===== config.mk =====
export PLATFORM = sky130hd
export DESIGN_NAME = chan_arbiter
export DESIGN_NICKNAME = d
export VERILOG_FILES = /design/src/rtl/arb_pkg.sv /design/src/rtl/rr_pick.sv /design/src/rtl/chan_arbiter.sv
export SDC_FILE = /design/constraint.sdc
export NUM_CORES = 1
export LEC_CHECK = 0
export ABC_AREA = 1
export CORE_ASPECT_RATIO = 0.5
export CORE_MARGIN = 4
export CORE_UTILIZATION = 49
export CTS_BUF_LIST = sky130_fd_sc_hd__clkbuf_2 sky130_fd_sc_hd__clkbuf_4 sky130_fd_sc_hd__clkbuf_8
export DETAILED_ROUTE_END_ITERATION = 6
export PLACE_DENSITY_LB_ADDON = 0.15
export SLEW_MARGIN = 30
export SYNTH_ARGS = -nofsm -noshare
export SYNTH_HDL_FRONTEND = slang
export SYNTH_SLANG_ARGS = --single-unit
export TNS_END_PERCENT = 5

===== constraint.sdc =====
create_clock -name clk -period 7.1 [get_ports clk]
set_input_delay 1.775 -clock clk [delete_from_list [all_inputs] [get_ports clk]]
set_output_delay 1.775 -clock clk [all_outputs]
set_load 0.01 [all_outputs]

===== src/rtl/arb_pkg.sv =====
// Shared types and header field layout for the channel block arbiter.
package arb_pkg;

    localparam int unsigned DW   = 16;
    localparam int unsigned REMW = 9;

    typedef enum logic [3:0] {
        ST_IDLE = 4'b0001,
        ST_WAIT = 4'b0010,
        ST_HDR  = 4'b0100,
        ST_BODY = 4'b1000
    } state_e;

    localparam int unsigned SIG_HI = 15;
    localparam int unsigned SIG_LO = 14;
    localparam int unsigned LEN_HI = 7;
    localparam int unsigned LEN_LO = 0;

    localparam logic [1:0] SIG_SELF   = 2'b10;
    localparam logic [1:0] SIG_MASTER = 2'b11;

    typedef struct packed {
        logic [1:0] sig;
        logic [5:0] rsvd;
        logic [7:0] len;
    } hdr_t;

    // Words still to read after the header: L for self blocks, L+1 for master blocks.
    function automatic logic [REMW-1:0] hdr_remain(input hdr_t hdr);
        if (hdr.sig == SIG_MASTER) begin
            hdr_remain = REMW'(hdr.len) + REMW'(1);
        end else begin
            hdr_remain = REMW'(hdr.len);
        end
    endfunction

endpackage


===== src/rtl/rr_pick.sv =====
// Round-robin priority encoder: first requester strictly after ptr, wrapping.
module rr_pick #(
    parameter int unsigned NCH = 16,
    parameter int unsigned IW  = (NCH > 1) ? $clog2(NCH) : 1
) (
    input  logic [NCH-1:0] req,
    input  logic [IW-1:0]  ptr,
    output logic [IW-1:0]  grant_c,
    output logic           any_c
);

    logic [31:0] idx;

    always_comb begin
        grant_c = '0;
        any_c   = 1'b0;
        idx     = '0;
        for (int unsigned i = 1; i <= NCH; i++) begin
            idx = 32'(ptr) + 32'(i);
            if (idx >= 32'(NCH)) begin
                idx = idx - 32'(NCH);
            end
            if (!any_c && req[idx[IW-1:0]]) begin
                any_c   = 1'b1;
                grant_c = idx[IW-1:0];
            end
        end
    end

endmodule


===== src/rtl/chan_arbiter.sv =====
// Drains one whole block at a time from round-robin selected channel FIFOs
// onto a single 16-bit stream, with framing check and stall timeout.
module chan_arbiter
    import arb_pkg::*;
#(
    parameter int unsigned NCH     = 16,
    parameter int unsigned RD_LAT  = 2,
    parameter int unsigned TIMEOUT = 1023
) (
    input  logic              clk,
    input  logic              rst_n,
    input  logic [NCH-1:0]    req,
    input  logic [16*NCH-1:0] din,
    output logic [NCH-1:0]    ack,
    output logic [15:0]       dout,
    output logic              dvalid,
    output logic              dlast,
    input  logic              dfull,
    output logic [15:0]       errcnt
);

    localparam int unsigned IW = (NCH > 1) ? $clog2(NCH) : 1;
    localparam int unsigned WW = $clog2(RD_LAT + 1);
    localparam int unsigned SW = $clog2(TIMEOUT + 1);

    state_e          state_q, state_d;
    logic [IW-1:0]   grant_q, grant_d;
    logic [IW-1:0]   ptr_q, ptr_d;
    logic [WW-1:0]   wait_q, wait_d;
    logic [SW-1:0]   stall_q, stall_d;
    logic [REMW-1:0] remain_q, remain_d;
    logic [NCH-1:0]  ack_q, ack_d;
    logic [DW-1:0]   dout_q, dout_d;
    logic            dvalid_q, dvalid_d;
    logic            dlast_q, dlast_d;
    logic [15:0]     errcnt_q, errcnt_d;

    logic [IW-1:0]   pick_c;
    logic            any_c;
    logic [DW-1:0]   word_c;
    hdr_t            hdr_c;
    logic            req_g_c;
    logic            can_sample_c;
    logic            err_inc_c;

    rr_pick #(.NCH(NCH), .IW(IW)) u_pick (
        .req     (req),
        .ptr     (ptr_q),
        .grant_c (pick_c),
        .any_c   (any_c)
    );

    // Granted channel's word and request.
    always_comb begin
        word_c = '0;
        for (int unsigned k = 0; k < NCH; k++) begin
            if (grant_q == IW'(k)) begin
                word_c = din[k*DW +: DW];
            end
        end
        hdr_c        = hdr_t'(word_c);
        req_g_c      = req[grant_q];
        can_sample_c = req_g_c && !dfull && (wait_q == '0);
    end

    // Wait counter holds RD_LAT-1 after a sample so consecutive samples land RD_LAT apart.
    always_comb begin
        state_d   = state_q;
        grant_d   = grant_q;
        ptr_d     = ptr_q;
        wait_d    = (wait_q != '0) ? wait_q - WW'(1) : wait_q;
        stall_d   = stall_q;
        remain_d  = remain_q;
        ack_d     = '0;
        dout_d    = dout_q;
        dvalid_d  = 1'b0;
        dlast_d   = 1'b0;
        err_inc_c = 1'b0;

        case (state_q)
            ST_IDLE: begin
                if (any_c) begin
                    grant_d = pick_c;
                    wait_d  = WW'(RD_LAT - 1);
                    state_d = ST_WAIT;
                end
            end
            ST_WAIT: begin
                if (!req_g_c) begin
                    state_d = ST_IDLE;
                end else if (wait_q <= WW'(1)) begin
                    state_d = ST_HDR;
                end
            end
            ST_HDR: begin
                // A request that vanishes before the header is consumed is simply released.
                if (!req_g_c) begin
                    state_d = ST_IDLE;
                end else if (can_sample_c) begin
                    ack_d[grant_q] = 1'b1;
                    wait_d         = WW'(RD_LAT - 1);
                    stall_d        = '0;
                    if (!hdr_c.sig[1]) begin
                        err_inc_c = 1'b1;
                        ptr_d     = grant_q;
                        state_d   = ST_IDLE;
                    end else begin
                        dout_d   = word_c;
                        dvalid_d = 1'b1;
                        remain_d = hdr_remain(hdr_c);
                        if (hdr_remain(hdr_c) == '0) begin
                            dlast_d = 1'b1;
                            ptr_d   = grant_q;
                            state_d = ST_IDLE;
                        end else begin
                            state_d = ST_BODY;
                        end
                    end
                end
            end
            ST_BODY: begin
                if (can_sample_c) begin
                    ack_d[grant_q] = 1'b1;
                    wait_d         = WW'(RD_LAT - 1);
                    stall_d        = '0;
                    dout_d         = word_c;
                    dvalid_d       = 1'b1;
                    remain_d       = remain_q - REMW'(1);
                    if (remain_q == REMW'(1)) begin
                        dlast_d = 1'b1;
                        ptr_d   = grant_q;
                        state_d = ST_IDLE;
                    end
                end else if (!req_g_c || dfull) begin
                    stall_d = stall_q + SW'(1);
                    if (stall_d == SW'(TIMEOUT)) begin
                        err_inc_c = 1'b1;
                        ptr_d     = grant_q;
                        state_d   = ST_IDLE;
                    end
                end
            end
            default: state_d = ST_IDLE;
        endcase

        errcnt_d = (err_inc_c && (errcnt_q != 16'hFFFF)) ? errcnt_q + 16'd1 : errcnt_q;
    end

    always_ff @(posedge clk) begin
        if (!rst_n) begin
            state_q  <= ST_IDLE;
            grant_q  <= '0;
            ptr_q    <= IW'(NCH - 1);
            wait_q   <= '0;
            stall_q  <= '0;
            remain_q <= '0;
            ack_q    <= '0;
            dout_q   <= '0;
            dvalid_q <= 1'b0;
            dlast_q  <= 1'b0;
            errcnt_q <= '0;
        end else begin
            state_q  <= state_d;
            grant_q  <= grant_d;
            ptr_q    <= ptr_d;
            wait_q   <= wait_d;
            stall_q  <= stall_d;
            remain_q <= remain_d;
            ack_q    <= ack_d;
            dout_q   <= dout_d;
            dvalid_q <= dvalid_d;
            dlast_q  <= dlast_d;
            errcnt_q <= errcnt_d;
        end
    end

    assign ack    = ack_q;
    assign dout   = dout_q;
    assign dvalid = dvalid_q;
    assign dlast  = dlast_q;
    assign errcnt = errcnt_q;

endmodule


==> flow_summary.json <==
{
  "status": "finished clean",
  "num_antenna_cells": 0,
  "finalHoldViolations": 0,
  "yosysSeqAreaShare": 0.210,
  "floorplan.die_area_mm2": 0.0183,
  "cts_tree": "done",
  "start_util": 0.506,
  "synth_top_family_by_area": "simple AND/OR/NAND/NOR gates",
  "antenna_left": 0,
  "power.density_mw_per_mm2": 134,
  "skew_ns": 0.00820,
  "finalSetupTns_ns": 0,
  "vias": 10600,
  "grt_busiest_layer": "met2",
  "routed_via_density": 5.68,
  "layout-drive-gt1-share": 0.0710,
  "num_rows": 32,
  "worst_ep_arrival_time_ns": 4.90,
  "grt_pass1_wl_mm": 53.5,
  "synth-xor-area-share": 0.0264,
  "io_pins": 325,
  "cts_sinks": 83,
  "tightest_slew_ns": 0.923,
  "cts_hold_buf": 0,
  "drcViolationCount": 0,
  "async_reset_ff_frac": 0,
  "cts_setup_buffers": 0,
  "coreArea_mm2": 0.0156,
  "placed_cell_area_mm2": 0.0112,
  "dp_slack_ns": 1.83,
  "clockPowerShare": 0.254,
  "hpwl_mm": 28.4,
  "ys_types": 56,
  "place_inst": 1849,
  "synth-simple-area-share": 0.481,
  "insertion_delay_ns": 0.37,
  "p_switching_uw": 588,
  "path_max_fanout": 11,
  "startpoint_type": "input port",
  "worstPathCellList": "clkdlybuf4s50_1 -> inv_1 -> o22ai_1 -> o21ai_0 -> nand4_1 -> inv_2 -> or2_1 -> nor2_4 -> nand2_1 -> nand2_1 -> inv_1 -> nor2_1 -> clkinv_1 -> a31oi_1 -> a211oi_1",
  "antenna_found_initial": 3,
  "portBuffers": 324,
  "numCtsBuffers": 9,
  "ys_seq_elements": 83,
  "clk_pin_slew_ns": 0.08,
  "gp_congestion": 1.05,
  "use_met1": 0.480,
  "avgSynthCellArea_um2": 5.80,
  "critPathKind": "in2reg",
  "grt_overflow": 0,
  "routedWlPerCell_um": 18.8,
  "synthTopCellsByArea": "dfxtp_1 21%, nand2_1 19%, nand3_1 7.0%",
  "cp.required_ns": 7.31,
  "synth.cell_area_mm2": 0.00790,
  "finalCriticalPeriod_ns": 4.69,
  "grt_util_met3": 0.103,
  "first_global_vias": 9829,
  "muxShareOfSynthArea": 0.00507,
  "end_kind": "register",
  "fin_crit_sh": 0.661,
  "critPathTopFamily": "simple AND/OR/NAND/NOR gates",
  "synthAdderAreaFrac": 0.0206,
  "rr_startpoint": "ptr_q[1]",
  "drt_pre_antenna_iters": 5,
  "fp.dieW_um": 188,
  "worst_slack_ns": 2.41,
  "path_buf_inv": 5,
  "drtIter0Drc": 1236,
  "grt_use_met2": 0.576,
  "final-setup-viol-count": 0,
  "pwr-share-comb": 0.431,
  "synth_compound_area_frac": 0.150,
  "seq_power_share": 0.315,
  "worst_path_max_delay_cell": "nor2_1",
  "switching_share": 0.385,
  "fin_nets": 1944,
  "design_area_mm2": 0.0114,
  "max-vdd-ir-drop_v": 0.000145,
  "synth_top_flop_cell": "dfxtp_1",
  "cts_root_buf": "clkbuf_8",
  "synth_top_area_cell": "dfxtp_1",
  "synth_top_area_share": 0.210,
  "wl_mm": 35.1,
  "clock_path_buffers": 2,
  "yosys_warnings": 0,
  "die_h_um": 97.8,
  "p_leak_nw": 4.92,
  "syn2layout_area_growth_pct": 44.6,
  "slew_headroom": 0.384,
  "fmax_mhz": 213,
  "stdcell_count": 1865,
  "hold_start": "wait_q[1]",
  "min_path_type": "reg2reg",
  "grt_max_degree": 44,
  "htreeDepth": 3,
  "synth.most_common_cell": "nand2_1",
  "worst_hold_slack_ns": 0.479,
  "synth_edf_count": 0,
  "slowest_delay_ns": 0.52,
  "grt_use_total": 0.363,
  "startpoint": "req[7]",
  "synth_fp_nets": 1650,
  "drv_cap": 0,
  "syn_inst": 1362,
  "cts.repair.resized": 0,
  "grt_setup_unrepaired": "false",
  "p_int_uw": 941,
  "yosys-top-cells-count": "406 x nand2_1, 128 x inv_1, 127 x nor2_1",
  "slew_viol_final": 0
}
metrics by stage:
stage	power, mW	util
after global placement	1.12	0.717
after detailed placement	1.13	0.717
final	1.53	0.732
after floorplan	0.839	-
after global routing	1.61	0.732
after CTS	1.51	0.731
kinds of logic after synthesis:
group	Yosys count
mux	4
flops	83
compound gates	211
xor+xnor	20
buf+inv	206
fa+ha+maj	13
simple gates	825
power by group through the flow:
| stage | registers, mW | clock network (mW) | logic (mW) |
|---|---|---|---|
| 3_3_place_gp | 0.492 | 0 | 0.626 |
| 4_1_cts | 0.481 | 0.388 | 0.639 |
| 3_5_place_dp | 0.492 | 0 | 0.635 |
| 5_1_grt | 0.482 | 0.411 | 0.715 |
| 6_report | 0.482 | 0.388 | 0.660 |
| 2_1_floorplan | 0.486 | 0 | 0.353 |
layer usage:
layer | vias to the layer above | part of all wire
met5 | - | 0.00040
met1 | 4831 | 0.41
met2 | 599 | 0.44
met3 | 90 | 0.11
li1 | 5077 | -
met4 | 4 | 0.035
worst paths after layout:
| check | end | slack (ns) | cells after the start |
|---|---|---|---|
| max | stall_q[4] | 2.41 | 15 |
| min | wait_q[1] | 0.48 | 2 |
| max reg2reg | state_q[1] | 2.66 | 19 |
| min reg2reg | wait_q[1] | 0.48 | 2 |
sequential cells by signal (all words and copies together), names as in the netlist:
| name | flops |
|---|---|
| grant_q | 4 |
| errcnt | 16 |
| ptr_q | 4 |
| remain_q | 9 |
| dout | 16 |
| ack | 16 |
| dlast | 1 |
| dvalid | 1 |
| state_q | 4 |
| wait_q | 2 |
| stall_q | 10 |
placed cells by master (no fill, tap or decap), types with 5 or more instances in the layout:
master and count:
or2_0 8, xor2_1 13, dfxtp_1 83, nor2_4 12, nand2_1 405, inv_1 128
nor2_1 126, clkbuf_8 9, o21ai_0 66, o22ai_1 10, inv_2 28, nand3_1 110
o211a_1 5, a21oi_1 65, a221oi_1 5, a31oi_1 7, nor4_1 7, or2_2 9
or2_1 10, nand4_1 59, nor3_1 31, o21ai_1 34, nand2_2 11, nor2_2 15
ha_1 13, clkdlybuf4s50_1 324
worst min-delay path: cells and delay by family, from the launching register on:
family	cells	cell delay [ns]
DFF	1	0.33
and+or+nand+nor	2	0.11
layout make-up:
class                   instances  area, um^2
fillers                      1322        4190
multi-input cells            1073        5410
flip-flops and latches         83        1660
clock inverters                 7         100
inverters                     161         607
well taps                     204         255
clock buffers                   9         124
repair buffers                328        3270
No activity file was read; power rests on OpenSTA's default activity.
